### config.mk
export PLATFORM = sky130hd
export DESIGN_NAME = mbr_mem_ctrl
export DESIGN_NICKNAME = d
export VERILOG_FILES = /design/src/rtl/mbr_mem_ctrl.sv
export SDC_FILE = /design/constraint.sdc
export NUM_CORES = 1
export LEC_CHECK = 0
export ABC_AREA = 1
export CAP_MARGIN = 25
export CORE_UTILIZATION = 50
export DETAILED_ROUTE_END_ITERATION = 16
export DONT_BUFFER_PORTS = 1
export PLACE_DENSITY = 0.67
export SLEW_MARGIN = 20
export SYNTH_ARGS = -nofsm -noshare
export SYNTH_HDL_FRONTEND = slang
export SYNTH_SLANG_ARGS = --single-unit
### constraint.sdc
create_clock -name clk -period 2.35 [get_ports clk]
set_clock_uncertainty 0.15 [all_clocks]
set_input_delay 0.47 -clock clk [delete_from_list [all_inputs] [get_ports clk]]
set_output_delay 0.47 -clock clk [all_outputs]
set_load 0.02 [all_outputs]
### src/rtl/mbr_mem_ctrl.sv
// rtl/mbr_mem_ctrl.sv - memory buffer register with single-transfer memory-bus handshake
// Captures ACC on write or memory data on read; buffer feeds ALU, IR opcode and MAR fields.
module mbr_mem_ctrl #(
    parameter int DATA_W  = 16,
    parameter int ADDR_W  = 8,
    parameter int TIMEOUT = 15
) (
    input  logic              clk,
    input  logic              rst,
    input  logic              rd_req,
    input  logic              wr_req,
    input  logic [ADDR_W-1:0] addr_in,
    input  logic [DATA_W-1:0] from_ACC,
    input  logic [DATA_W-1:0] mem_rdata,
    input  logic              mem_ack,
    output logic              mem_en,
    output logic              mem_we,
    output logic [ADDR_W-1:0] mem_addr,
    output logic [DATA_W-1:0] mem_wdata,
    output logic [DATA_W-1:0] to_ALU,
    output logic [7:0]        to_IR,
    output logic [7:0]        to_MAR,
    output logic              busy,
    output logic              done,
    output logic              err
);

    localparam int CNT_W = (TIMEOUT > 1) ? $clog2(TIMEOUT) : 1;
    localparam logic [CNT_W-1:0] CNT_LAST = CNT_W'(TIMEOUT - 1);

    typedef enum logic [1:0] {IDLE, RD_WAIT, WR_WAIT} state_t;

    state_t            state, state_n;
    logic [CNT_W-1:0]  cnt, cnt_n;
    logic              mem_en_n, mem_we_n, busy_n, done_n, err_n;
    logic [ADDR_W-1:0] mem_addr_n;
    logic [DATA_W-1:0] mem_wdata_n, buffer, buffer_n;

    always_ff @(posedge clk) begin
        if (rst) begin
            state     <= IDLE;
            cnt       <= '0;
            mem_en    <= 1'b0;
            mem_we    <= 1'b0;
            mem_addr  <= '0;
            mem_wdata <= '0;
            buffer    <= '0;
            busy      <= 1'b0;
            done      <= 1'b0;
            err       <= 1'b0;
        end else begin
            state     <= state_n;
            cnt       <= cnt_n;
            mem_en    <= mem_en_n;
            mem_we    <= mem_we_n;
            mem_addr  <= mem_addr_n;
            mem_wdata <= mem_wdata_n;
            buffer    <= buffer_n;
            busy      <= busy_n;
            done      <= done_n;
            err       <= err_n;
        end
    end

    always_comb begin
        state_n     = state;
        cnt_n       = cnt;
        mem_en_n    = mem_en;
        mem_we_n    = mem_we;
        mem_addr_n  = mem_addr;
        mem_wdata_n = mem_wdata;
        buffer_n    = buffer;
        busy_n      = busy;
        done_n      = 1'b0;
        err_n       = err;
        case (state)
            IDLE: begin
                // Write has priority; a simultaneous read is dropped, not queued.
                if (wr_req) begin
                    mem_addr_n  = addr_in;
                    mem_wdata_n = from_ACC;
                    buffer_n    = from_ACC;
                    mem_en_n    = 1'b1;
                    mem_we_n    = 1'b1;
                    busy_n      = 1'b1;
                    err_n       = 1'b0;
                    cnt_n       = '0;
                    state_n     = WR_WAIT;
                end else if (rd_req) begin
                    mem_addr_n  = addr_in;
                    mem_en_n    = 1'b1;
                    mem_we_n    = 1'b0;
                    busy_n      = 1'b1;
                    err_n       = 1'b0;
                    cnt_n       = '0;
                    state_n     = RD_WAIT;
                end
            end
            RD_WAIT, WR_WAIT: begin
                // Ack is checked before the timeout so a last-cycle ack still succeeds.
                if (mem_ack) begin
                    if (state == RD_WAIT) buffer_n = mem_rdata;
                    mem_en_n = 1'b0;
                    mem_we_n = 1'b0;
                    busy_n   = 1'b0;
                    done_n   = 1'b1;
                    state_n  = IDLE;
                end else if (cnt == CNT_LAST) begin
                    err_n    = 1'b1;
                    mem_en_n = 1'b0;
                    mem_we_n = 1'b0;
                    busy_n   = 1'b0;
                    done_n   = 1'b1;
                    state_n  = IDLE;
                end else begin
                    cnt_n = cnt + 1'b1;
                end
            end
            default: state_n = IDLE;
        endcase
    end

    assign to_ALU = buffer;
    assign to_IR  = buffer[15:8];
    assign to_MAR = buffer[7:0];

endmodule

==> summary.txt <==
Outcome
  • Status: finished, final reports clean

Synthesis
  • Average cell area after synthesis: 7.31 um^2
  • Syn nets: 364
  • Yosys warns: 0
  • Netlist cell types: 20
  • Cell Area, Synth: 0.00229 mm^2
  • Yosys reg bits: 50
  • Sequential share of the synthesized area: between 40% and 50%
  • Synthesized instance count: ~310

CTS
  • Worst-Skew Late Latency: between 0.2 and 0.3 ns
  • CTS tree: done
  • Root Driver: clkbuf_8
  • TritonCTS Buffers: 5
  • H-tree depth: 2
  • Clk buf depth: 2
  • Clock sinks: 50
  • # hold bufs at CTS: 0
  • Setup bufs post-CTS: 0
  • Clock Pin Slew Worst Setup and Hold Paths: ~0.080 ns
  • Post-cts repair resize count: 0

Worst hold path
  • WHS Path Cells: 1
  • Hold_sp: rst
  • Worst min path class: in -> reg
  • End of the worst hold path: to_ALU[1]

Final layout
  • Nets: ~340
  • Share of cells above drive strength 1: under 10%
  • Area used by multi-input combinational logic: around 970 um^2
  • Register Area: approximately 0.001 mm^2
  • Final Cell Area: about 0.0023 mm^2
  • Layout area overhead: -1.64%
  • Fillcell total: about 450
  • Ant diodes: 0

Worst setup path
  • WP data required: 2.42 ns
  • Crit. End Element: flop
  • Buf+Inv Stages, Crit Path: 2
  • Crit-path max cell delay: roughly 0.4 ns
  • Reg2reg start: state[0]
  • Crit-path leading delay family: flip-flops
  • Worst R2R End: to_ALU[13]
  • CP max FO: 28
  • Worst r2r path cells: 7
  • Worst reg-to-reg setup slack: between 0.5 and 0.6 ns
  • Crit path DAT: roughly 1.9 ns
  • CP Class: reg -> reg
  • Worst-path cell chain: inv_1 > ha_1 > buf_4 > nand2_1 > o21ai_0 > nand3_1 > a21oi_1
  • Crit-path slowest cell: dfxtp_1
  • Critical Path Source Type: flop

Route
  • WL final: around 4900 um
  • Vias: 1837
  • Antenna viol nets, final: 0
  • Vias per std cell: between 5 and 6
  • Detailed Route Iter0 Violations: ~110
  • Drt pass-1 iters: 4
  • Wire length per cell: approximately 14 um
  • DRC: 0

Timing
  • Slew HR: roughly 53%
  • Slew @ Worst Pin: around 0.70 ns
  • Final Setup Violations: 0
  • Ratio of final minimum period to clock period: 77.7%
  • Hold slack: ~0.080 ns
  • Setup_tns: 0 ns
  • Final Max Slew Viols: 0
  • Fmax: approximately 550 MHz
  • Post-route minimum period: 1.82 ns
  • RSZ-0062 raised after global routing: no
  • Final Hold Fails: 0

Power
  • Pwr dens: roughly 860 mW/mm^2
  • Leakage: about 0.96 nW
  • Max VDD drop: roughly 0.00040 V
  • Power Total: a little under 2 mW

Die
  • Die height: approximately 70 um
  • Initial Utilization: around 52%
  • Die X: about 70 um
  • Num rows: 24
  • Core area: ~0.0044 mm^2
  • Full die area: between 0.004 and 0.005 mm^2
  • IO Count: 106

Flow run
  • MaxCap Viol Count: 0

Place
  • Post-detail-place hpwl: 3710 um
  • Placer congestion estimate: slightly above 0.9
  • Area post-placement: 0.00217 mm^2
  • Number of port buffers: 0

GRT
  • Initial antenna violation count: 0
  • Number of global-route vias before repair: 1673
  • Pin count of the biggest net entering global routing: 30
  • First-pass GRT wire length: between 8000 and 9000 um
  • Grt ovf: 0
  • All-Layer GR Usage: 20.9%
==> area by class of cell <==
| cell class | instances | share of cell area [%] |
|---|---|---|
| Multi-Input combinational cell | 203 | 43.2 |
| Timing Repair Buffer | 3 | 1.00 |
| Clock buffer | 6 | 3.22 |
| Inverter | 29 | 4.84 |
| Clock inverter | 1 | 0.334 |
| Tap cell | 52 | 2.89 |
| Sequential cell | 50 | 44.5 |
==> through the flow <==
step	std cells	utilization [%]	setup WS, ns
3_3_place_gp	337	49.5	0.599
2_1_floorplan	313	-	0.794
5_1_grt	344	51.3	0.306
6_report	344	51.3	0.525
4_1_cts	344	51.3	0.531
3_5_place_dp	337	49.5	0.566
==> how the worst max path moves through the flow <==
stage          startpoint    endpoint  cells past startpoint
2_1_floorplan    state[0]   to_ALU[3]                      7
3_3_place_gp     state[1]   to_ALU[7]                      7
3_5_place_dp     state[0]   to_ALU[5]                      7
4_1_cts          state[0]   to_ALU[5]                      7
5_1_grt          state[0]  to_ALU[13]                      7
6_report         state[0]  to_ALU[13]                      7
==> per-layer routing <==
| metal | GRT usage [%] | vias to the layer above | part of all wire, % |
|---|---|---|---|
| li1 | - | 945 | - |
| met1 | 28.6 | 823 | 47 |
| met2 | 30.5 | 59 | 43 |
| met3 | 7.41 | 10 | 7.3 |
| met4 | 7.33 | 0 | 2.2 |
| met5 | 0 | - | 0 |
==> registers in the layout (all words and copies together), names as in the netlist <==
signal and count:
mem_we 1, state 2, mem_addr 8, err 1, to_ALU 16, cnt 4
busy 1, mem_wdata 16, done 1
==> power breakdown <==
part / switching [mW] / internal [mW]
sequential: 0.221 / 0.939
combinational: 0.208 / 0.108
clock: 0.265 / 0.204
total: 0.695 / 1.25
==> layout by cell type, fill, tap and decap left out, drive strengths merged <==
master,instances
a21oi,39
buf,3
clkbuf,6
clkinvlp,1
dfxtp,50
ha,6
inv,29
nand2,61
nand3,23
nand4,1
nor2,33
o21ai,40
==> worst register-to-register path, stage by stage (launching register included) <==
cell     delay [ns]
dfxtp_1        0.40
inv_1          0.08
ha_1           0.40
buf_4          0.28
nand2_1        0.07
o21ai_0        0.07
nand3_1        0.12
a21oi_1        0.18
==> logic make-up after synthesis <==
| kind of cell | after synthesis | synth area share (%) |
|---|---|---|
| simple gates | 118 | 21.5 |
| buf+inv | 60 | 13.7 |
| fa+ha+maj | 6 | 3.28 |
| flops | 50 | 43.7 |
| compound gates | 79 | 17.8 |
==> cell usage after synthesis (all sizes together) <==
master	n	area (um^2)
nand2	61	236
dfxtp	50	1000
o21ai	40	211
a21oi	39	195
nor2	33	134
inv	29	109
buf	26	185
nand3	23	115
ha	6	75.1
clkbuf	5	20.0
nand4	1	6.26
Note: power is estimated with default switching activity, not from simulation.
